`src/rtl/immediate_table_if.sv`:
```
// Decode-side bus for the immediate-constant table: read port, write port and lock control.
interface immediate_table_if #(
    parameter int unsigned WIDTH = 8,
    parameter int unsigned DEPTH = 8
);
    localparam int unsigned IDX_W = (DEPTH > 1) ? $clog2(DEPTH) : 1;

    logic             rd_en;
    logic [IDX_W-1:0] rd_idx;
    logic [WIDTH-1:0] rd_data;
    logic             rd_valid;
    logic             rd_err;
    logic             wr_en;
    logic [IDX_W-1:0] wr_idx;
    logic [WIDTH-1:0] wr_data;
    logic             wr_err;
    logic             lock;
    logic             locked;

    modport master (
        output rd_en, rd_idx, wr_en, wr_idx, wr_data, lock,
        input  rd_data, rd_valid, rd_err, wr_err, locked
    );

    modport slave (
        input  rd_en, rd_idx, wr_en, wr_idx, wr_data, lock,
        output rd_data, rd_valid, rd_err, wr_err, locked
    );
endinterface

```
`src/rtl/immediate_table.sv`:
```
// Writable immediate-constant table feeding the ALU B-operand mux.
// One-cycle registered read, write-first bypass, sticky write lock.
module immediate_table #(
    parameter int unsigned WIDTH = 8,
    parameter int unsigned DEPTH = 8
) (
    input  logic               clk,
    input  logic               rst_n,
    immediate_table_if.slave   bus
);
    localparam int unsigned IDX_W = (DEPTH > 1) ? $clog2(DEPTH) : 1;
    localparam logic [IDX_W:0] DEPTH_L = (IDX_W+1)'(DEPTH);

    // ISA default constant set; entries past the list reset to zero.
    function automatic logic [WIDTH-1:0] rst_val(input int unsigned i);
        case (i)
            0:       return WIDTH'(32'd0);
            1:       return WIDTH'(32'd1);
            2:       return WIDTH'(32'd29);
            3:       return WIDTH'(32'd128);
            4:       return WIDTH'(32'd59);
            5:       return WIDTH'(32'd4);
            6:       return WIDTH'(32'd2);
            default: return '0;
        endcase
    endfunction

    logic [WIDTH-1:0] mem_q [DEPTH];
    logic [WIDTH-1:0] rd_data_q, rd_data_d;
    logic             rd_valid_q, rd_valid_d;
    logic             rd_err_q, rd_err_d;
    logic             wr_err_q, wr_err_d;
    logic             locked_q, locked_d;

    logic             rd_in_range_c;
    logic             wr_ok_c;
    logic [WIDTH-1:0] rd_mem_c;

    always_comb begin
        rd_in_range_c = ({1'b0, bus.rd_idx} < DEPTH_L);
        wr_ok_c       = bus.wr_en && !locked_q && ({1'b0, bus.wr_idx} < DEPTH_L);

        rd_mem_c = '0;
        for (int unsigned i = 0; i < DEPTH; i++) begin
            if (bus.rd_idx == IDX_W'(i)) rd_mem_c = mem_q[i];
        end

        rd_data_d  = rd_data_q;
        rd_valid_d = bus.rd_en;
        rd_err_d   = 1'b0;
        if (bus.rd_en) begin
            if (!rd_in_range_c) begin
                rd_data_d = '0;
                rd_err_d  = 1'b1;
            end else if (wr_ok_c && (bus.wr_idx == bus.rd_idx)) begin
                rd_data_d = bus.wr_data;
            end else begin
                rd_data_d = rd_mem_c;
            end
        end

        wr_err_d = bus.wr_en && !wr_ok_c;
        locked_d = locked_q | bus.lock;
    end

    // Table storage: reset to defaults, updated only by accepted writes.
    always_ff @(posedge clk or negedge rst_n) begin
        if (!rst_n) begin
            for (int unsigned i = 0; i < DEPTH; i++) mem_q[i] <= rst_val(i);
        end else if (wr_ok_c) begin
            for (int unsigned i = 0; i < DEPTH; i++) begin
                if (bus.wr_idx == IDX_W'(i)) mem_q[i] <= bus.wr_data;
            end
        end
    end

    always_ff @(posedge clk or negedge rst_n) begin
        if (!rst_n) begin
            rd_data_q  <= '0;
            rd_valid_q <= 1'b0;
            rd_err_q   <= 1'b0;
            wr_err_q   <= 1'b0;
            locked_q   <= 1'b0;
        end else begin
            rd_data_q  <= rd_data_d;
            rd_valid_q <= rd_valid_d;
            rd_err_q   <= rd_err_d;
            wr_err_q   <= wr_err_d;
            locked_q   <= locked_d;
        end
    end

    assign bus.rd_data  = rd_data_q;
    assign bus.rd_valid = rd_valid_q;
    assign bus.rd_err   = rd_err_q;
    assign bus.wr_err   = wr_err_q;
    assign bus.locked   = locked_q;
endmodule

```
`src/flat_wrapper.sv`:
```
// flat-port wrapper written by rule: the top's interface ports become plain ports
module immediate_table_flat 
#(
    parameter int unsigned WIDTH = 8,
    parameter int unsigned DEPTH = 8
)
  (clk, rst_n, bus_rd_en, bus_rd_idx, bus_wr_en, bus_wr_idx, bus_wr_data, bus_lock, bus_rd_data, bus_rd_valid, bus_rd_err, bus_wr_err, bus_locked);
  immediate_table_if #(.WIDTH(WIDTH), .DEPTH(DEPTH)) bus_i ();
  input  logic clk;
  input  logic rst_n;
  input wire logic [$bits(bus_i.rd_en)-1:0] bus_rd_en;
  input wire logic [$bits(bus_i.rd_idx)-1:0] bus_rd_idx;
  input wire logic [$bits(bus_i.wr_en)-1:0] bus_wr_en;
  input wire logic [$bits(bus_i.wr_idx)-1:0] bus_wr_idx;
  input wire logic [$bits(bus_i.wr_data)-1:0] bus_wr_data;
  input wire logic [$bits(bus_i.lock)-1:0] bus_lock;
  output wire logic [$bits(bus_i.rd_data)-1:0] bus_rd_data;
  output wire logic [$bits(bus_i.rd_valid)-1:0] bus_rd_valid;
  output wire logic [$bits(bus_i.rd_err)-1:0] bus_rd_err;
  output wire logic [$bits(bus_i.wr_err)-1:0] bus_wr_err;
  output wire logic [$bits(bus_i.locked)-1:0] bus_locked;
  assign bus_i.rd_en = bus_rd_en;
  assign bus_i.rd_idx = bus_rd_idx;
  assign bus_i.wr_en = bus_wr_en;
  assign bus_i.wr_idx = bus_wr_idx;
  assign bus_i.wr_data = bus_wr_data;
  assign bus_i.lock = bus_lock;
  assign bus_rd_data = bus_i.rd_data;
  assign bus_rd_valid = bus_i.rd_valid;
  assign bus_rd_err = bus_i.rd_err;
  assign bus_wr_err = bus_i.wr_err;
  assign bus_locked = bus_i.locked;
  immediate_table #(.WIDTH(WIDTH), .DEPTH(DEPTH)) u_core (.clk(clk), .rst_n(rst_n), .bus(bus_i));
endmodule
```
`config.mk`:
```
export PLATFORM = sky130hd
export DESIGN_NAME = immediate_table_flat
export DESIGN_NICKNAME = d
export VERILOG_FILES = /design/src/rtl/immediate_table_if.sv /design/src/rtl/immediate_table.sv /design/src/flat_wrapper.sv
export SDC_FILE = /design/constraint.sdc
export NUM_CORES = 1
export LEC_CHECK = 0
export ABC_AREA = 1
export BUFFER_PORTS_ARGS = -buffer_cell sky130_fd_sc_hd__buf_2
export CELL_PAD_IN_SITES_DETAIL_PLACEMENT = 0
export CELL_PAD_IN_SITES_GLOBAL_PLACEMENT = 1
export CORE_UTILIZATION = 48
export DETAILED_ROUTE_END_ITERATION = 8
export PLACE_DENSITY_LB_ADDON = 0.1
export SYNTH_ARGS = -nofsm -noshare
export SYNTH_HDL_FRONTEND = slang
export SYNTH_SLANG_ARGS = --single-unit
```
`constraint.sdc`:
```
create_clock -name clk -period 3 [get_ports clk]
set_input_delay 0.6 -clock clk [delete_from_list [all_inputs] [get_ports clk]]
set_output_delay 0.6 -clock clk [all_outputs]
set_load 0.01 [all_outputs]
```
Word-level counts from Yosys, hierarchy flattened
Cells that the tools add are included.

cells by class
  bitwise gates (word level) = 1
  eq/ne operators = 15
  reductions and logical operators = 15
  muxes and demuxes = 9

operators by type and width
  operator                                                                count
  8-bit two-way mux                                                       9
  3-bit equality test (second input constant)                             8
  2-bit AND reduction                                                     8
  3-bit by 2-bit equality test with 1-bit output (second input constant)  4
  3-bit by 1-bit equality test with 1-bit output (second input constant)  2
  3-bit zero test                                                         2
  3-bit equality test                                                     1
  1-bit logical AND                                                       3
  1-bit zero test                                                         2
  1-bit OR                                                                1

word-level totals
  word-level logic and storage cells = 52
  bits of input ports = 19
  register bits after elaboration = 75
  output and inout bits = 12

Logic depth before layout (Yosys ltp)
Gate-level depths: netlist of the first run.

  word-level depth = 10
  mapped depth = 10
  mapped depth without buffers = 9

Least setup slack after synthesis of the first run
No wires, ideal clock.

  kind = input to register
  start = in bus_wr_en
  end = reg u_core.mem_q[14] (netlist bit)
  buffers on the path = 1
  data arrival time = 1.466 ns
  path slack = 1.461 ns
  setup time = 0.073 ns
  stages on the path = 9
  data required time = 2.927 ns
  path through = inv_1 > nor2_2 > inv_2 > nor2_4 > inv_2 > nor3_4 > buf_6 > nor2_1 > a21oi_2

between the ends
  longest elaborated chain between the ends = 2

RTL lines
  item                                  line                   text
  start, declared                       flat_wrapper.sv:13     input wire logic [$bits(bus_i.wr_en)-1:0] bus_wr_en;
  1-bit logical AND                     immediate_table.sv:41  wr_ok_c = bus.wr_en && !locked_q && ({1'b0, bus.wr_idx} < DEPTH_L);
  2-bit AND reduction (no source line)  --
  end signal, assigned by index         immediate_table.sv:72  if (bus.wr_idx == IDX_W'(i)) mem_q[i] <= bus.wr_data;
  end, declared                         immediate_table.sv:28  logic [WIDTH-1:0] mem_q [DEPTH];

Every way passes these cells.
A chain may end at the register's enable or synchronous reset.

Worst setup path in the final report of the first run
  start = in bus_rd_idx[1]
  end = reg u_core.rd_data_q[5], in the netlist u_core.bus.rd_data[5]

between the ends
  longest elaborated chain between the ends = 10
  elaborated cells between the ends (all ways) = 19
  those cells by class = eq/ne: 8; mux: 9; reduce/logical: 2

RTL lines
  item                             line                   text
  start, declared                  flat_wrapper.sv:12     input wire logic [$bits(bus_i.rd_idx)-1:0] bus_rd_idx;
  3-bit zero test                  immediate_table.sv:45  if (bus.rd_idx == IDX_W'(i)) rd_mem_c = mem_q[i];
  8-bit two-way mux (8 in series)  immediate_table.sv:45
  8-bit two-way mux (*)            immediate_table.sv:55  end else if (wr_ok_c && (bus.wr_idx == bus.rd_idx)) begin
  end signal, assigned             immediate_table.sv:85  rd_data_q <= rd_data_d;
  end, declared                    immediate_table.sv:29  logic [WIDTH-1:0] rd_data_q, rd_data_d;

Mark *: on every way between the ends. The rest lies on a longest branch, timed or not.

==> out/metrics.cfg, run 1 <==
[logic_synthesis]
synth_cell_types=28
ys_warn_count=0
yosys.area.top_type=dfrtp_1
ys_seq_elements=75
yosys.area.top_type_share_pct=43.1
synth_nets=445
synthesis.area_um2=3600
synth.avg_cell_area_um2=8.46
synth.area.top_cells=dfrtp_1, nand2_1, dfstp_2, o21ai_0, nand4_1
synth-seq-area-share_pct=52.5
syn_inst=426

[cts]
clockRootBuffer=clkbuf_8
clockBufferDepth=2
htree_num_levels=3
clk_latency_ns=0.36
cts_hold_buf=0
ctsResizeCount=0
post_cts_buffers=0
cts.clk_slew.worst_paths_ns=0.08
cts_tree=done
cts.sinks=75
cts_buffers=9

[grt]
grt_usage_pct=24.0
top_usage_layer=met1
grt_util_met2_pct=34.1
met1_usage_pct=35.9
grt_pass1_vias=2532
overflow=0
grt_max_degree=76
grt_pass1_wl_um=13500
antenna_found_initial=0
grt_use_met3_pct=6.16

[layout]
final_area_um2=4010
final_cell_mix=nand2_1, dfrtp_1, o21ai_0
utilization_pct=55.3
nets=468
drive_above_1_share_pct=17.6
synthToLayoutAreaGrowth_pct=11.3
diodes=0
nFillCells=741
final_common_cell=nand2_1
multi_input_area_um2=1440
seqCellArea_um2=1890

[timing]
max-slew-margin-rel_pct=38.6
fin_ws_ns=1.10
hold_viol=0
tightest_slew_ns=0.920
max_freq_ghz=0.525
finalSetupTns_ns=0
timing.final.crit_period_ns=1.90
rsz0062_at_grt=false
period_share_pct=63.5
clock_skew_ns=0.00967
holdWs_ns=0.360
setup_viol_count_final=0
maxSlewViolCount=0

[setup_path]
r2r_slack_ns=1.30
crit_arrival_ns=2.16
worstPathRequired_ns=3.25
crit_path_end=u_core.bus.rd_data[5]
crit_start=bus_rd_idx[1]
reg2reg_depth=5
r2r_end=u_core.mem_q[40]
end_kind=flop
path_common_cell=nand2_1
crit_fanout=21
startpoint_type=input pin
path_cells=buf_2, inv_1, nand2_1, nand2_4, nor2_8, nand2_4, o21ai_1, inv_1, nand2_1, nand2_1
worst_path_max_delay_cell=buf_2
max_stage_delay_ns=0.36
crit_type=in2reg
r2r_start=u_core.bus.locked

[routing]
wirelength_um=8500
via_per_inst=5.27
first_pass_iters=5
vias=2916
wl_per_cell_um=15.4
ant_nets=0
drt-initial-drc-count=160
drc=0

[place]
dp_slack_ns=0.723
dp_hpwl_um=5830
io_buffers=29
place_area_um2=3780
gp_routability_congestion=0.768

[floorplan]
boundaryPins=31
fp.dieW_um=88.6
dieArea_um2=7860
start_util_pct=49.7
die_y_um=88.6
fp-row-count=31
coreArea_um2=7250

[power]
leakagePower_uw=0.00189
pwr_density_cell_nw_per_um2=555
vdd_ir_drop_max_mv=0.285

[hold_path]
min_path_type=in2async

[run_status]
status=finished clean

[job]
drv_cap=0

Yosys cell counts:
| library cell | instances |
|---|---|
| inv_4 | 1 |
| nor2_8 | 1 |
| buf_6 | 2 |
| a21oi_1 | 20 |
| nor3_2 | 1 |
| clkbuf_1 | 4 |
| buf_4 | 2 |
| conb_1 | 1 |
| buf_2 | 9 |
| nand2_2 | 2 |
| nand2_4 | 3 |
| nand4_1 | 38 |
| o21ai_1 | 8 |
| a21oi_2 | 3 |
| inv_1 | 39 |
| nor2_4 | 2 |
| nor3_4 | 4 |
| dfstp_2 | 13 |
| nand3_1 | 16 |
| nand2_1 | 97 |
| inv_2 | 5 |
| nor2_1 | 39 |
| o21ai_0 | 49 |
| dfrtp_1 | 62 |
| or2_2 | 1 |
| o211ai_1 | 1 |
| o21a_1 | 1 |
| nor2_2 | 2 |
routing by layer:
layer,vias to the layer above,wire [um]
li1,1446,-
met1,1374,4230
met2,81,3680
met3,15,455
met4,0,137
met5,-,0
per-stage QoR:
stage | cells | total power (uW)
after floorplan | 426 | 1220
after global placement | 537 | 1310
after detailed placement | 537 | 1310
after CTS | 553 | 2240
after global routing | 553 | 2330
final | 553 | 2230
kinds of logic after synthesis:
logic type / after synthesis / synth area share [%]
other cells: 1 / 0.104
compound gates: 82 / 11.8
buf+inv: 62 / 7.47
simple gates: 206 / 28.1
flops: 75 / 52.5
worst max-delay path: cells and delay by family:
| family | cells | cell delay (ns) |
|---|---|---|
| buffers and inverters | 3 | 0.73 |
| AOI/OAI and AO/OA | 1 | 0.15 |
| and+or+nand+nor | 6 | 0.66 |
layout make-up:
cell class              count  share of cell area, %
inverters                  45                   4.27
clock inverters             4                   2.46
clock buffers              12                   3.37
flip-flops and latches     75                   47.2
multi-input cells         289                   35.9
repair buffers             29                   3.68
well taps                  99                   3.09
flip-flops by register name, indices dropped and copies added (netlist names):
name	flops
u_core.bus.locked	1
u_core.bus.rd_data	8
u_core.bus.rd_valid	1
u_core.bus.wr_err	1
u_core.mem_q	64
where the power goes:
| group | internal (uW) | total, uW | switching, uW | leakage, uW |
|---|---|---|---|---|
| Sequential | 1070 | 1090 | 24.8 | 0.000932 |
| Clock | 555 | 934 | 378 | 0.000115 |
| Combinational | 58.9 | 200 | 141 | 0.000843 |
worst min-delay path by stage:
stage,from,to,slack [ns]
2_1_floorplan,rst_n,u_core.bus.locked,0.30
3_3_place_gp,u_core.bus.rd_data[1],u_core.bus.rd_data[1],0.46
3_5_place_dp,u_core.bus.rd_data[2],u_core.bus.rd_data[2],0.46
4_1_cts,rst_n,u_core.mem_q[36],0.42
5_1_grt,bus_lock,u_core.bus.locked,0.41
6_report,rst_n,u_core.mem_q[36],0.36
Note: power is estimated with default switching activity, not from simulation.
==> inputs of run 2 (changes only) <==
--- a/config.mk
+++ b/config.mk
@@ -5,7 +5,7 @@
 export SDC_FILE = /design/constraint.sdc
 export NUM_CORES = 1
 export LEC_CHECK = 0
-export ABC_AREA = 1
+export ABC_AREA = 0
 export BUFFER_PORTS_ARGS = -buffer_cell sky130_fd_sc_hd__buf_2
 export CELL_PAD_IN_SITES_DETAIL_PLACEMENT = 0
 export CELL_PAD_IN_SITES_GLOBAL_PLACEMENT = 1
==> constraint.sdc (replaced) <==
create_clock -name clk -period 1.9 [get_ports clk]
set_input_delay 0.38 -clock clk [delete_from_list [all_inputs] [get_ports clk]]
set_output_delay 0.38 -clock clk [all_outputs]
set_load 0.01 [all_outputs]
==> run 2 against run 1 <==
The flow now finishes with violations (negative hold slack). Cell count fell by 21%. Sequential share of layout area fell by 1.9 points. Register-to-register slack got worse by 1.1 ns. Non-clock buffer count rose by 19. Clock power rose by 33%. Core utilization rose by 2.4 points. Die area rose by 0.30%. Sequential power rose by 57%. Final area rose by 4.3%. Critical path type is now reg2reg. Largest cell class unchanged. Largest power group unchanged.
==> out/metrics.cfg, run 2 <==
[routing]
drt-initial-drc-count=130
dr_wl_met2_um=3800
drt-met1-wl_um=3750
via_per_inst=5.61
ant_nets=0
top_layer_used=met4
wl_per_cell_um=18.2
drc=0
first_pass_iters=4
wirelength_um=7940
vias=2445
dr_wl_met3_um=242

[timing]
period_share_pct=91.8
clock_skew_ns=0.0108
maxSlewViolCount=0
timing.final.crit_period_ns=1.74
fin_ws_ns=0.156
finalSetupTns_ns=0
max-slew-margin-rel_pct=66.5
tightest_slew_ns=0.501
max_freq_ghz=0.574
setup_viol_count_final=0
hold_viol=11
holdWs_ns=-0.00905
rsz0062_at_grt=false

[layout]
synthToLayoutAreaGrowth_pct=15.7
regMostFlops=u_core.mem_q
diodes=0
nets=351
drive_above_1_share_pct=43.9
final_area_um2=4180
final_cell_mix=mux2_2, dfrtp_1, buf_2
largest_reg_flops=64
final_common_cell=mux2_2

[floorplan]
coreArea_um2=7250
fp-row-count=31
start_util_pct=49.8
die_y_um=88.8
boundaryPins=31
dieArea_um2=7880
fp.dieW_um=88.8

[setup_path]
crit_fanout=8
crit_type=reg2reg
crit_arrival_ns=1.97
startpoint_type=flop
worstPathRequired_ns=2.13
reg2reg_depth=4
end_kind=flop

[place]
dp_slack_ns=0.169
gp_routability_congestion=0.742
io_buffers=29
place_area_um2=3980
dp_hpwl_um=5470

[job]
drv_cap=0

[logic_synthesis]
syn_inst=290
synth-seq-area-share_pct=52.4
synth_async_sr_flop_share_pct=100
synth_nets=309
yosys-top-cells-count=mux2_2, dfrtp_1, mux2i_1, nand3b_1
synth_edf_count=0
synth_cell_types=35
synthesis.area_um2=3610
yosysMostFrequentCell=mux2_2
ys_seq_elements=75
ys_warn_count=0
yosys.area.top_type=dfrtp_1
yosys.area.top_type_share_pct=42.9
synth.area.top_cells=dfrtp_1, mux2_2, dfstp_2, mux2i_1, nand3b_1
ys_dominant_reg_cell=dfrtp_1
synth.avg_cell_area_um2=12.5

[run_status]
status=finished, violations left
violations=negative hold slack

[power]
p_total_uw=3280
pwr_density_cell_nw_per_um2=785
vdd_ir_drop_max_mv=0.393
leakagePower_uw=0.00194

[hold_path]
min_path_type=in2async

[cts]
cts_buffers=9
clockBufferDepth=2
cts.clk_slew.worst_paths_ns=0.08
cts_tree=done
ctsResizeCount=0
cts.sinks=75
clockRootBuffer=clkbuf_8
cts_hold_buf=0
htree_num_levels=3
post_cts_buffers=0
clk_latency_ns=0.35

[grt]
grt_max_degree=41
antenna_found_initial=0
grt_pass1_vias=2385
grt_usage_pct=23.0
grt_pass1_wl_um=12900
overflow=0

-- run 2: logic make-up after synthesis --
group / share of synthesized area [%]
AOI/OAI and AO/OA: 6.78
xor gates and xnor gates: 0.727
buffers and inverters: 2.60
DFF: 52.4
muxes: 26.1
other: 0.104
and+or+nand+nor: 11.4
-- run 2: layout make-up --
type / instances / area (um^2)
Fill cell: 640 / 3070
Multi-Input combinational cell: 196 / 1630
Tap cell: 99 / 124
Clock inverter: 6 / 65.1
Clock buffer: 10 / 138
Timing Repair Buffer: 48 / 328
Sequential cell: 75 / 1890
Inverter: 2 / 7.51
-- run 2: path summary, 6_finish.rpt --
path                       slack [ns]         startpoint                 to
max reg2reg                      0.16  u_core.bus.locked    u_core.mem_q[5]
max                              0.16  u_core.bus.locked    u_core.mem_q[5]
min reg2reg                      0.51   u_core.mem_q[54]   u_core.mem_q[54]
max in group asynchronous        1.26              rst_n   u_core.mem_q[18]
min                            -0.009              rst_n  u_core.bus.locked
min in group clk                 0.22           bus_lock  u_core.bus.locked
-- run 2: metal layers --
layer	GRT usage (%)	vias to the layer above
li1	-	1139
met1	31.2	1250
met2	37.1	46
met3	3.36	10
met4	9.38	0
met5	0	-
-- run 2: stage by stage --
step / instances / utilization, %
2_1_floorplan: 290 / -
3_3_place_gp: 420 / 54.9
3_5_place_dp: 420 / 54.9
4_1_cts: 436 / 57.7
5_1_grt: 436 / 57.7
6_report: 436 / 57.7
-- run 2: power by group --
group	leakage, uW	internal [uW]	switching [uW]
clock	0.000102	642	593
combinational	0.000875	147	192
sequential	0.000963	1670	34.6
-- run 2: critical path, stage by stage (launching register included) --
cell	delay, ns
dfrtp_1	0.41
and2b_1	0.30
nand2_2	0.13
nor2_2	0.40
mux2_2	0.39
